### config.mk
export PLATFORM = sky130hd
export DESIGN_NAME = pixel_fetch_cache
export DESIGN_NICKNAME = d
export VERILOG_FILES = /design/src/rtl/pixel_fetch_cache.sv
export SDC_FILE = /design/constraint.sdc
export NUM_CORES = 1
export LEC_CHECK = 0
export BUFFER_PORTS_ARGS = -buffer_cell sky130_fd_sc_hd__clkbuf_2
export CAP_MARGIN = 15
export CELL_PAD_IN_SITES_DETAIL_PLACEMENT = 1
export CELL_PAD_IN_SITES_GLOBAL_PLACEMENT = 2
export CORE_MARGIN = 2
export CORE_UTILIZATION = 34
export CTS_BUF_LIST = sky130_fd_sc_hd__clkbuf_2 sky130_fd_sc_hd__clkbuf_4 sky130_fd_sc_hd__clkbuf_8
export CTS_CLUSTER_DIAMETER = 40
export DETAILED_ROUTE_END_ITERATION = 10
export PLACE_DENSITY = 0.83
export SLEW_MARGIN = 20
export SYNTH_ARGS = -nofsm -noshare
export SYNTH_HDL_FRONTEND = slang
export SYNTH_SLANG_ARGS = --single-unit
### constraint.sdc
create_clock -name clk -period 5.77 [get_ports clk]
set_clock_uncertainty 0.15 [all_clocks]
set_input_delay 0 -clock clk [delete_from_list [all_inputs] [get_ports clk]]
set_output_delay 0 -clock clk [all_outputs]
set_load 0.01 [all_outputs]
### src/rtl/pixel_fetch_cache.sv
// pixel_fetch_cache -- one-bit-per-pixel fetch cache for a 640x480 frame
// stored as 80 bytes per row in an external image memory.
//
// Ports:
//   clk        system clock, all state on the rising edge
//   reset      synchronous, active-high
//   flush      single-cycle pulse, invalidates every cached line
//   x, y       requested pixel column / row
//   pixel      requested pixel value, meaningful only while ready=1
//   ready      combinational; pixel is valid for the current x,y
//   rdaddress  registered byte address to image memory
//   rdata      byte returned by image memory RD_LATENCY edges later
//
// Parameter RD_LATENCY (1..3): clock edges from rdaddress to valid rdata.
//
// Build option: define PIXEL_FETCH_PREFETCH_EN for a two-line cache with
// LRU replacement and next-byte prefetch after every demand fill. Without
// it the cache holds a single line that every fill replaces.
module pixel_fetch_cache #(
  parameter int unsigned RD_LATENCY = 1
) (
  input  logic        clk,
  input  logic        reset,
  input  logic        flush,
  input  logic [9:0]  x,
  input  logic [9:0]  y,
  output logic        pixel,
  output logic        ready,
  output logic [15:0] rdaddress,
  input  logic [7:0]  rdata
);

  localparam logic [1:0]  IDLE      = 2'd0;
  localparam logic [1:0]  WAIT      = 2'd1;
  localparam logic [1:0]  FILL      = 2'd2;
  localparam logic [1:0]  WAIT_LAST = 2'(RD_LATENCY - 1);
  localparam logic [15:0] LAST_ADDR = 16'd38399;

  logic [1:0]  state;
  logic [1:0]  wait_cnt;
  logic [15:0] y_ext;
  logic [15:0] req_addr;
  logic        in_frame;
  logic        line_hit;
  logic [7:0]  hit_data;
  logic        issue;

  // y*80 as y*64 + y*16
  assign y_ext    = {6'b0, y};
  assign req_addr = (y_ext << 6) + (y_ext << 4) + {9'b0, x[9:3]};
  assign in_frame = (x < 10'd640) && (y < 10'd480);

  assign ready = (state == IDLE) && (!in_frame || line_hit);
  assign pixel = ready && in_frame && hit_data[x[2:0]];
  assign issue = (state == IDLE) && in_frame && !line_hit;

`ifdef PIXEL_FETCH_PREFETCH_EN
  logic [7:0]  line_data [2];
  logic [15:0] line_tag  [2];
  logic [1:0]  line_valid;
  logic [1:0]  way_hit;
  logic        lru;
  logic        fill_way;
  logic        fill_is_pf;
  logic        pf_pending;
  logic [15:0] pf_addr;
  logic        pf_cached;
  logic        pf_issue;

  assign way_hit[0] = line_valid[0] && (line_tag[0] == req_addr);
  assign way_hit[1] = line_valid[1] && (line_tag[1] == req_addr);
  assign line_hit   = |way_hit;
  assign hit_data   = way_hit[0] ? line_data[0] : line_data[1];
  assign pf_cached  = (line_valid[0] && (line_tag[0] == pf_addr)) ||
                      (line_valid[1] && (line_tag[1] == pf_addr));
  assign pf_issue   = (state == IDLE) && in_frame && line_hit &&
                      pf_pending && !pf_cached;
`else
  logic [7:0]  line_data;
  logic [15:0] line_tag;
  logic        line_valid;

  assign line_hit = line_valid && (line_tag == req_addr);
  assign hit_data = line_data;
`endif

  always_ff @(posedge clk) begin
    if (reset) begin
      state      <= IDLE;
      wait_cnt   <= '0;
      rdaddress  <= '0;
      line_valid <= '0;
`ifdef PIXEL_FETCH_PREFETCH_EN
      for (int unsigned i = 0; i < 2; i++) begin
        line_data[i] <= '0;
        line_tag[i]  <= '0;
      end
      lru        <= 1'b0;
      fill_way   <= 1'b0;
      fill_is_pf <= 1'b0;
      pf_pending <= 1'b0;
      pf_addr    <= '0;
`else
      line_data  <= '0;
      line_tag   <= '0;
`endif
    end else begin
      case (state)
        IDLE: begin
`ifdef PIXEL_FETCH_PREFETCH_EN
          if (issue || pf_issue) begin
            rdaddress <= issue ? req_addr : pf_addr;
            wait_cnt  <= '0;
            state     <= WAIT;
          end
          if (issue) begin
            fill_way   <= lru;
            fill_is_pf <= 1'b0;
            pf_pending <= 1'b0;
          end else if (in_frame && line_hit) begin
            // A hit makes the other way LRU; a prefetch issued in this
            // same cycle therefore never evicts the line just used.
            lru        <= way_hit[0];
            fill_way   <= way_hit[0];
            fill_is_pf <= 1'b1;
            pf_pending <= 1'b0;
          end
`else
          if (issue) begin
            rdaddress <= req_addr;
            wait_cnt  <= '0;
            state     <= WAIT;
          end
`endif
        end
        WAIT: begin
          if (wait_cnt == WAIT_LAST) state <= FILL;
          else wait_cnt <= wait_cnt + 2'd1;
        end
        FILL: begin
`ifdef PIXEL_FETCH_PREFETCH_EN
          line_data[fill_way]  <= rdata;
          line_tag[fill_way]   <= rdaddress;
          line_valid[fill_way] <= 1'b1;
          lru                  <= ~fill_way;
          if (!fill_is_pf && (rdaddress < LAST_ADDR)) begin
            pf_pending <= 1'b1;
            pf_addr    <= rdaddress + 16'd1;
          end
`else
          line_data  <= rdata;
          line_tag   <= rdaddress;
          line_valid <= 1'b1;
`endif
          state <= IDLE;
        end
        default: state <= IDLE;
      endcase
      // Placed after the FILL write so a coincident flush leaves the line invalid.
      if (flush) line_valid <= '0;
    end
  end

endmodule

==> results.cfg <==
[global_routing]
grt_max_degree = 46
grt_overflow = 0
grt_pass1_vias = 2690
globalRouteTotalUtil = 0.1890
antenna_found_initial = 0
grt_pass1_wl_mm = 13.14

[cells_and_area]
stdcell_count = 487
area.growth.synth_to_final_pct = 20.65
register_area_sq_um = 900.9
stdcell_area_sq_um = 3297
antenna_cells = 0
final_nets = 437
multiInputGateArea_sq_um = 1718
fillers = 949
final_core_util = 0.4245
drive_gt1_frac = 0.1844

[sta]
finalCritPeriodShare = 0.6904
fmax_ghz = 0.2510
rsz0062_at_grt = false
hold_viol_final = 0
period_minus_slack_ns = 3.984
worst_pin_slew_ns = 1.055
slew_violations = 0
finalSetupTns_ns = 0
finalSetupViolCount = 0
slew_headroom = 0.2969

[hold_path]
hold_path.class = in2reg
hold_end = rdaddress[15]
whs_path_depth = 3
min-delay-start = y[9]

[floorplan]
die_y_um = 93.65
die-width_um = 93.65
num_rows = 32
num_io_pins = 49
dieArea_sq_um = 8770
initial_utilization = 0.3518
coreArea_sq_um = 7767

[cts]
clk_path_buf_depth = 2
clk_pin_slew_worst_paths_ns = 0.09
cts_sinks = 45
cts-root-buf = clkbuf_8
tritoncts = built
clock_latency_ns = 0.30
cts_made_buffers = 5
cts_max_level = 2

[critical_path]
cp.required_ns = 5.62
arrival_ns = 3.83
start_kind = input pin
critPathCaptureType = primary output
rr_endpoint = rdaddress[15]
rrSetupSlack_ns = 2.69
r2r_cells = 8
critPathKind = in2out
crit_fanout = 13
r2r_start = line_tag[15]

[pwr]
p_leak_nw = 1.299
p_per_area_nw_per_um2 = 245.4
vdd_ir_drop_max_mv = 0.1174
p_int_w = 0.0005603
clkPwrFrac = 0.311
switching_share = 0.3076
p_seq_frac = 0.413
p_switching_w = 0.0002489
combPwrFrac = 0.276

[placement]
placed_cell_area_sq_um = 3047
place_inst = 466
dp_hpwl_mm = 5.687
place_congestion = 0.8455
io_buffers = 48

[synthesis]
synth_top_area_frac = 0.3297
syn_area_sq_um = 2733
synth.distinct_cells = 53
yosysTopAreaCell = dfxtp_1
synth_area_per_cell_sq_um = 8.206
syn_nets = 386
ys.flop_type = dfxtp_1
seq_area_frac_synth = 0.3297
synth_seq_cells = 45
yosysWarnings = 0
synth-edff-count = 0
synthTopCellsByArea = dfxtp_1 (33%), ha_1 (9.2%), a21oi_1 (7.9%)
async_reset_ff_frac = 0
syn-instance-count = 333

[route]
drt_iter0_markers = 142
drc = 0
vias = 2557
via_per_inst = 5.251
wire_per_inst_um = 16.07
drtPass1Iterations = 4
routed_wl_mm = 7.825
antenna_left = 0

[job]
maxCapViolations = 0

[outcome]
status = complete, no violations
-- placed cells by master (no fill, tap or decap), types with 3 or more instances in the layout --
cell	count
o21ai_0	8
clkbuf_2	48
nand4_1	8
nand3_1	14
nand2_1	57
dfxtp_1	45
nor2_1	12
a211oi_1	5
clkbuf_8	6
a31o_2	3
dlygate4sd3_1	13
nand2b_1	3
a21oi_1	43
xor2_1	6
xnor2_1	16
nor4_1	6
nor3_1	5
o31ai_1	3
inv_1	12
o21ai_1	8
ha_1	20
-- cell type report --
| class | count | share of cell area |
|---|---|---|
| Multi-Input combinational cell | 257 | 0.5211 |
| Clock buffer | 6 | 0.02505 |
| Tap cell | 102 | 0.03871 |
| Sequential cell | 45 | 0.2732 |
| Timing Repair Buffer | 63 | 0.1169 |
| Clock inverter | 2 | 0.01139 |
| Inverter | 12 | 0.01366 |
-- metal layers --
layer | global-route usage | vias to the layer above | share of wire
met1 | 0.2491 | 1225 | 0.47
li1 | - | 1286 | -
met3 | 0.02247 | 6 | 0.026
met2 | 0.3249 | 40 | 0.49
met5 | 0 | - | 0
met4 | 0.05556 | 0 | 0.0097
-- timing repair --
item | in CTS | in global routing
resized for setup | 0 | 0
endpoints found under the setup margin | 0 | 0
buffers inserted | 0 | 0
endpoints found under the hold margin | 13 | 0
hold buffers | 13 | 0
-- metrics by stage --
stage | hold WS, ns | total power (W) | worst slack (ns)
global placement | 0.01460 | 0.0005542 | 1.917
global route | 0.06073 | 0.0008536 | 1.629
finish | 0.03929 | 0.0008092 | 1.786
CTS | 0.04798 | 0.0008168 | 1.764
detailed placement | 0.01838 | 0.0005573 | 1.704
floorplan | -0.07069 | 0.0004893 | 2.570
-- critical path, stage by stage --
cell and delay [ns]:
clkbuf_2 0.09, inv_1 0.06, fa_1 0.53, fa_1 0.46
nand2b_1 0.17, a211o_1 0.31, and2_1 0.22, xnor2_1 0.17
or4_1 0.56, nand4bb_1 0.65, a21boi_0 0.43, clkbuf_2 0.18
-- synth_stat cells (3+ instances only) --
library cell	number
buf_2	3
xor2_1	6
nand3_1	14
a21oi_1	43
o21ai_1	8
dfxtp_1	45
nand4_1	8
ha_1	20
clkbuf_1	15
o31ai_1	3
nor2_1	12
a211oi_1	5
nor3_1	5
a31o_2	3
nand2b_1	3
nand2_1	57
xnor2_1	16
inv_1	12
nor4_1	7
o21ai_0	8
-- power by group through the flow --
| stage | registers (W) | logic [W] | clock network, W |
|---|---|---|---|
| after CTS | 0.000334 | 0.000224 | 0.000258 |
| after floorplan | 0.000343 | 0.000146 | 0 |
| final | 0.000334 | 0.000223 | 0.000252 |
| after global routing | 0.000336 | 0.000247 | 0.000270 |
| after detailed placement | 0.000342 | 0.000216 | 0 |
| after global placement | 0.000342 | 0.000213 | 0 |
-- flip-flops by register name, summed over array words and instances (netlist names) --
register / count
line_valid: 1
wait_cnt: 2
state: 2
rdaddress: 16
line_tag: 16
hit_data: 8
-- cell families (layout without fill, tap and decap cells) --
logic type / Yosys count / after routing / share of synthesized area
DFF: 45 / 45 / 0.3297
adders and majority gates: 22 / 22 / 0.1062
buffers and inverters: 31 / 83 / 0.04670
xor gates and xnor gates: 24 / 24 / 0.08745
and+or+nand+nor: 123 / 123 / 0.2239
muxes: 3 / 3 / 0.02015
AOI/OAI and AO/OA: 85 / 85 / 0.1859
-- how the worst max path moves through the flow --
stage,from,end,slack (ns),depth (start not counted)
finish,y[0],ready,1.79,12
global route,y[0],ready,1.63,12
CTS,y[0],ready,1.76,12
detailed placement,y[0],rdaddress[15],1.70,12
global placement,y[0],rdaddress[15],1.92,12
floorplan,y[0],rdaddress[12],2.57,11
Power figures use the tool's default switching activity.
